## src/rtl/swizzle_c2d_pingpong.sv

```systemverilog
// Corner-turn (CRAM row to DRAM column) swizzle with ping-pong buffers.
// Transpose mode collects up to N words of N bits into one buffer, then drains
// it column by column while the other buffer fills. Pass-through mode forwards
// words straight to the DRAM write port. Both modes share the address counter.
module swizzle_c2d_pingpong #(
    parameter int N      = 40,
    parameter int AWIDTH = 9,
    parameter int LOG_N  = 6
) (
    input  logic              clk,
    input  logic              reset,
    input  logic              in_valid,
    output logic              in_ready,
    input  logic [N-1:0]      in_data,
    input  logic              in_last,
    input  logic              dma_mode,
    input  logic [AWIDTH-1:0] start_addr,
    output logic              out_we,
    input  logic              out_ready,
    output logic [AWIDTH-1:0] out_addr,
    output logic [N-1:0]      out_data,
    output logic              busy,
    output logic              done
);

    localparam int              IW       = (N > 1) ? $clog2(N) : 1;
    localparam logic [LOG_N-1:0] LAST_IDX = LOG_N'(N - 1);

    typedef enum logic [1:0] {
        BUF_EMPTY,
        BUF_FILLING,
        BUF_FULL,
        BUF_DRAINING
    } bufState_t;

    bufState_t         r_state     [2];
    bufState_t         w_stateNext [2];
    logic              r_wrSel;
    logic              r_rdSel;
    logic [LOG_N-1:0]  r_row;
    logic [LOG_N-1:0]  r_col;
    logic [AWIDTH-1:0] r_addr;
    logic              r_mode;
    logic              r_busy;
    logic              r_done;
    logic [1:0]        r_lastFlag;

    logic [N-1:0]      w_rowQ [2][N];
    logic [N-1:0]      w_column;
    logic              w_mode;
    logic              w_inBeat;
    logic              w_outBeat;
    logic              w_start;
    logic              w_fillBeat;
    logic              w_fillEnd;
    logic              w_drainBeat;
    logic              w_drainEnd;
    logic              w_jobEnd;

    // Buffer storage: a new buffer clears its unused rows while writing row 0,
    // so a short final buffer drains zeros for the rows it never received.
    for (genvar b = 0; b < 2; b++) begin : g_buf
        for (genvar k = 0; k < N; k++) begin : g_row
            logic [N-1:0] r_word;

            // One stored row; written only while its buffer is the fill target.
            always_ff @(posedge clk) begin
                if (w_fillBeat && (r_wrSel == 1'(b))) begin
                    if (r_row == LOG_N'(k)) begin
                        r_word <= in_data;
                    end else if (r_row == '0) begin
                        r_word <= '0;
                    end
                end
            end

            assign w_rowQ[b][k] = r_word;
        end
    end

    // Output and handshake decode; mode comes from the pins until a job latches it.
    always_comb begin
        w_mode   = r_busy ? r_mode : dma_mode;
        w_column = '0;
        for (int k = 0; k < N; k++) begin
            w_column[k] = w_rowQ[r_rdSel][k][r_col[IW-1:0]];
        end
        if (w_mode) begin
            in_ready = out_ready;
            out_we   = in_valid;
            out_data = in_data;
        end else begin
            in_ready = (r_state[r_wrSel] == BUF_EMPTY) || (r_state[r_wrSel] == BUF_FILLING);
            out_we   = (r_state[r_rdSel] == BUF_DRAINING);
            out_data = w_column;
        end
        out_addr    = (w_mode && !r_busy) ? start_addr : r_addr;
        w_inBeat    = in_valid & in_ready;
        w_outBeat   = out_we & out_ready;
        w_start     = w_inBeat & ~r_busy;
        w_fillBeat  = w_inBeat & ~w_mode;
        w_fillEnd   = w_fillBeat & ((r_row == LAST_IDX) | in_last);
        w_drainBeat = w_outBeat & ~w_mode;
        w_drainEnd  = w_drainBeat & (r_col == LAST_IDX);
        w_jobEnd    = w_mode ? (w_outBeat & in_last) : (w_drainEnd & r_lastFlag[r_rdSel]);
    end

    // Per-buffer lifecycle: fill, hold one cycle as FULL, drain, free.
    always_comb begin
        for (int i = 0; i < 2; i++) begin
            w_stateNext[i] = r_state[i];
            case (r_state[i])
                BUF_EMPTY, BUF_FILLING: begin
                    if (w_fillBeat && (r_wrSel == 1'(i))) begin
                        w_stateNext[i] = w_fillEnd ? BUF_FULL : BUF_FILLING;
                    end
                end
                BUF_FULL: begin
                    if (r_rdSel == 1'(i)) begin
                        w_stateNext[i] = BUF_DRAINING;
                    end
                end
                BUF_DRAINING: begin
                    if (w_drainEnd && (r_rdSel == 1'(i))) begin
                        w_stateNext[i] = BUF_EMPTY;
                    end
                end
                default: w_stateNext[i] = BUF_EMPTY;
            endcase
        end
    end

    // Buffer state registers.
    always_ff @(posedge clk or posedge reset) begin
        if (reset) begin
            r_state[0] <= BUF_EMPTY;
            r_state[1] <= BUF_EMPTY;
        end else begin
            r_state[0] <= w_stateNext[0];
            r_state[1] <= w_stateNext[1];
        end
    end

    // Row/column counters, buffer selects, address and job bookkeeping.
    always_ff @(posedge clk or posedge reset) begin
        if (reset) begin
            r_wrSel    <= 1'b0;
            r_rdSel    <= 1'b0;
            r_row      <= '0;
            r_col      <= '0;
            r_addr     <= '0;
            r_mode     <= 1'b0;
            r_busy     <= 1'b0;
            r_done     <= 1'b0;
            r_lastFlag <= 2'b00;
        end else begin
            if (w_fillEnd) begin
                r_row               <= '0;
                r_wrSel             <= ~r_wrSel;
                r_lastFlag[r_wrSel] <= in_last;
            end else if (w_fillBeat) begin
                r_row <= r_row + 1'b1;
            end

            if (w_drainEnd) begin
                r_col   <= '0;
                r_rdSel <= ~r_rdSel;
            end else if (w_drainBeat) begin
                r_col <= r_col + 1'b1;
            end

            if (w_outBeat) begin
                r_addr <= out_addr + 1'b1;
            end else if (w_start) begin
                r_addr <= start_addr;
            end

            if (w_start) begin
                r_mode <= dma_mode;
                r_busy <= 1'b1;
            end
            if (w_jobEnd) begin
                r_busy <= 1'b0;
            end
            r_done <= w_jobEnd;
        end
    end

    assign busy = r_busy;
    assign done = r_done;

endmodule

```

## config.mk

```make
export PLATFORM = sky130hd
export DESIGN_NAME = swizzle_c2d_pingpong
export DESIGN_NICKNAME = d
export VERILOG_FILES = /design/src/rtl/swizzle_c2d_pingpong.sv
export SDC_FILE = /design/constraint.sdc
export NUM_CORES = 2
export LEC_CHECK = 0
export ABC_AREA = 0
export ABC_CLOCK_PERIOD_IN_PS = 13250
export CORE_ASPECT_RATIO = 0.9
export CORE_MARGIN = 10
export CORE_UTILIZATION = 40
export DETAILED_ROUTE_END_ITERATION = 10
export PLACE_DENSITY = 0.6
export SYNTH_ARGS = -nofsm -noshare
export SYNTH_HDL_FRONTEND = slang
export SYNTH_SLANG_ARGS = --single-unit
```

## constraint.sdc

```tcl
create_clock -name clk -period 13.25 [get_ports clk]
set_input_delay 3.975 -clock clk [delete_from_list [all_inputs] [get_ports clk]]
set_output_delay 3.975 -clock clk [all_outputs]
set_load 0.02 [all_outputs]
```

==> results.toml <==
[power]
switchingPower_w = 0.01067
power_frac_clock = 0.300
vdd_drop_max_mv = 0.1844
combPwrFrac = 0.274
p_sw_frac = 0.3373
seq_power_share = 0.426
p_int_w = 0.02096
leakage_nw = 52.12
powerDensity_mw_per_mm2 = 204.1

[finish]
finalNetCount = 8570
utilization = 0.4518
areaGrowthSynthToFinish_pct = 12.54
drive_gt1_frac = 0.1318
final_cells = 13380

[route]
drt-initial-drc-count = 11190
viasPerCell = 6.030
via_count = 80680
ant_nets = 0
drc = 1
wl_per_cell_um = 30.84
routed_wl_mm = 412.6
dr.pass1.iters = 9

[clock_tree]
cts_tree = "done"
cts.sinks = 3232
clk_path_buf_depth = 4
post_cts_resize_count = 0
htreeDepth = 5
numCtsBuffers = 341
clk_latency_ns = 0.93
cts-root-buf = "clkbuf_16"
path_clk_slew_ns = 0.06
holdBufCountCts = 0
cts_setup_buffers = 0

[setup_path]
cp_top_family = "simple AND/OR/NAND/NOR gates"
cp-start-kind = "primary input"
path_cells = "clkdlybuf4s50_1 > nand2b_1 > nand2_2 > or3_1 > nor2b_1 > a21oi_1 > o21ai_1 > clkdlybuf4s50_1"
end_kind = "output port"
path_common_cell = "clkdlybuf4s50_1"
path_class = "in2out"
rrSetupSlack_ns = 7.91
r2r-end = "g_buf[1].g_row[28].r_word[36]"
reg2reg_depth = 7
slowest_delay_ns = 0.81
path_depth = 8
cp_slowest_cell = "or3_1"
required_ns = 9.27
crit_buf_inv = 2
path_max_fanout = 18
cp.arrival_ns = 7.85
regToRegStartpoint = "r_wrSel"

[placement]
gp_congestion = 0.7684
placed_cells = 12700
dpl.hpwl_mm = 219.0
io_buffers = 107

[grt]
grt_use_total = 0.2167
grt_pass1_vias = 80770
gr-total-overflow = 0
antenna_found_initial = 70
grt_max_degree = 174
grt_pass1_wl_mm = 587.2

[timing]
slew_viol_final = 0
finalSetupViolCount = 0
post-route-period-util = 0.8927
period_minus_slack_ns = 11.83
tightest_slew_ns = 1.342
finalHoldViolations = 0
max_freq_mhz = 84.54
rsz0062_at_grt = "no"
slew_headroom = 0.1021
finalClockSkew_ns = 0.04294
setup_tns_ns = 0

[status]
status = "complete, but fails checks"
violations = "DRC"

[synth]
synthCells = 8676
synth_area_mm2 = 0.1377
synth_edf_count = 3200
yosysSeqAreaShare = 0.7036
syn_nets = 8737
syn_avg_cell_area_um2 = 15.87
ys_ff_latch = 3232
yosysWarnings = 0
ys_types = 59
synth-async-reset-ratio = 0.009901
synth_flop_cell = "edfxtp_1"

[floorplan]
dieArea_mm2 = 0.3682
io_pins = 108
core-area_mm2 = 0.3430
die_w_um = 638.5
die_h_um = 576.7
start_util = 0.4015
rows = 204

[hold_path]
holdPathEnd = "r_lastFlag[1]"
min_delay_path_depth = 2
hp-class = "reg2reg"
min_from = "r_lastFlag[1]"

[job]
maxCapViolCount = 0
[synth_stat cells, types with 29 or more instances]
library cell | count | share of area
o21ai_1 | 38 | 0.0014
nor2b_1 | 46 | 0.0021
a21oi_1 | 137 | 0.0050
nand3_1 | 231 | 0.0084
mux2_1 | 42 | 0.0034
nor3_1 | 32 | 0.0012
a22oi_1 | 516 | 0.028
dfrtp_1 | 32 | 0.0058
clkbuf_1 | 659 | 0.018
o22ai_1 | 55 | 0.0025
nor2_1 | 79 | 0.0022
a211oi_1 | 44 | 0.0024
and3_1 | 1120 | 0.051
buf_2 | 94 | 0.0034
edfxtp_1 | 3200 | 0.70
nand2_1 | 166 | 0.0045
mux4_2 | 239 | 0.039
and2_1 | 446 | 0.020
nand4_1 | 29 | 0.0013
buf_4 | 59 | 0.0032
mux2i_1 | 1150 | 0.084
[power groups by stage]
stage,Combinational [W],Sequential (W),Clock [W]
after floorplan,0.00482,0.0135,0
after global placement,0.00859,0.0136,0
after detailed placement,0.00865,0.0137,0
after CTS,0.00867,0.0135,0.00959
after global routing,0.00909,0.0136,0.0100
final,0.00867,0.0135,0.00949
[worst max path at each step]
stage / to / slack [ns] / from
2_1_floorplan: out_data[11] / 3.57 / dma_mode
3_3_place_gp: out_data[13] / 1.42 / dma_mode
3_5_place_dp: out_data[10] / 1.36 / dma_mode
4_1_cts: out_data[10] / 1.34 / dma_mode
5_1_grt: out_data[15] / 1.21 / dma_mode
6_report: out_data[15] / 1.42 / dma_mode
[metrics by stage]
| stage | worst slack, ns | hold slack, ns | area, um2 | power, W |
|---|---|---|---|---|
| floorplan | 3.572 | 0.4654 | 137700 | 0.01836 |
| global placement | 1.417 | 0.4827 | 143800 | 0.02220 |
| detailed placement | 1.363 | 0.4935 | 143900 | 0.02234 |
| CTS | 1.344 | 0.5058 | 154800 | 0.03175 |
| global route | 1.208 | 0.5578 | 154800 | 0.03269 |
| finish | 1.422 | 0.5081 | 155000 | 0.03163 |
[final cells by class]
| type | instances | area, um2 |
|---|---|---|
| clock buffers | 404 | 8876 |
| flip-flops and latches | 3232 | 96910 |
| fillers | 29650 | 188100 |
| repair buffers | 352 | 3068 |
| well taps | 4532 | 5670 |
| inverters | 7 | 26.28 |
| diodes | 65 | 162.7 |
| multi-input cells | 4575 | 38180 |
| clock inverters | 213 | 2105 |
[kinds of logic after synthesis]
family / count (synthesis) / share of synthesized area
flip-flops: 3232 / 0.7036
multiplexers: 1454 / 0.1280
adder cells (fa/ha/maj): 6 / 0.0005451
AND/OR/NAND/NOR: 2200 / 0.09327
AO/OA/AOI/OAI: 905 / 0.04612
XOR/XNOR: 10 / 0.0006359
buffers and inverters: 869 / 0.02789
[tightest hold or removal path, stage by stage (launching register included)]
cell and delay (ns):
dfrtp_1 0.34, o21ai_0 0.08, nand2_1 0.06
[state kept, by name, indices dropped and copies added, names as in the netlist]
signal	flops
r_state	4
r_lastFlag	2
r_addr	9
busy	1
g_buf.g_row.r_word	3200
r_mode	1
r_rdSel	1
r_col	6
done	1
r_row	6
r_wrSel	1
[metal layers]
layer / GRT usage / share of wire
met3: 0.03259 / 0.092
met4: 0.07983 / 0.037
met1: 0.2915 / 0.39
met5: 0 / 0.00027
met2: 0.3578 / 0.48
[cells in the final DEF (no fill, tap or decap), types with 13 or more instances in the layout]
cell type	n
nand3_1	230
nand2_1	161
clkinv_2	57
a21oi_1	63
nor2_4	17
mux2_2	23
clkbuf_16	346
o22ai_1	55
dfrtp_1	28
clkinv_1	89
nor2b_1	42
nand4_1	29
clkdlybuf4s50_1	67
mux2i_1	1149
nand2b_1	14
a21oi_4	74
nor4_1	13
and2_1	444
and3_1	1120
a211oi_1	44
a22oi_1	516
o21ai_1	38
nor2_1	51
o21ai_0	25
bufinv_16	33
nor3_1	28
edfxtp_1	3200
buf_4	264
diode_2	65
buf_12	20
clkbuf_1	58
a221o_1	18
mux4_2	239
a22o_1	19
mux2_1	42
o221ai_1	22
Note: power is estimated with default switching activity, not from simulation.
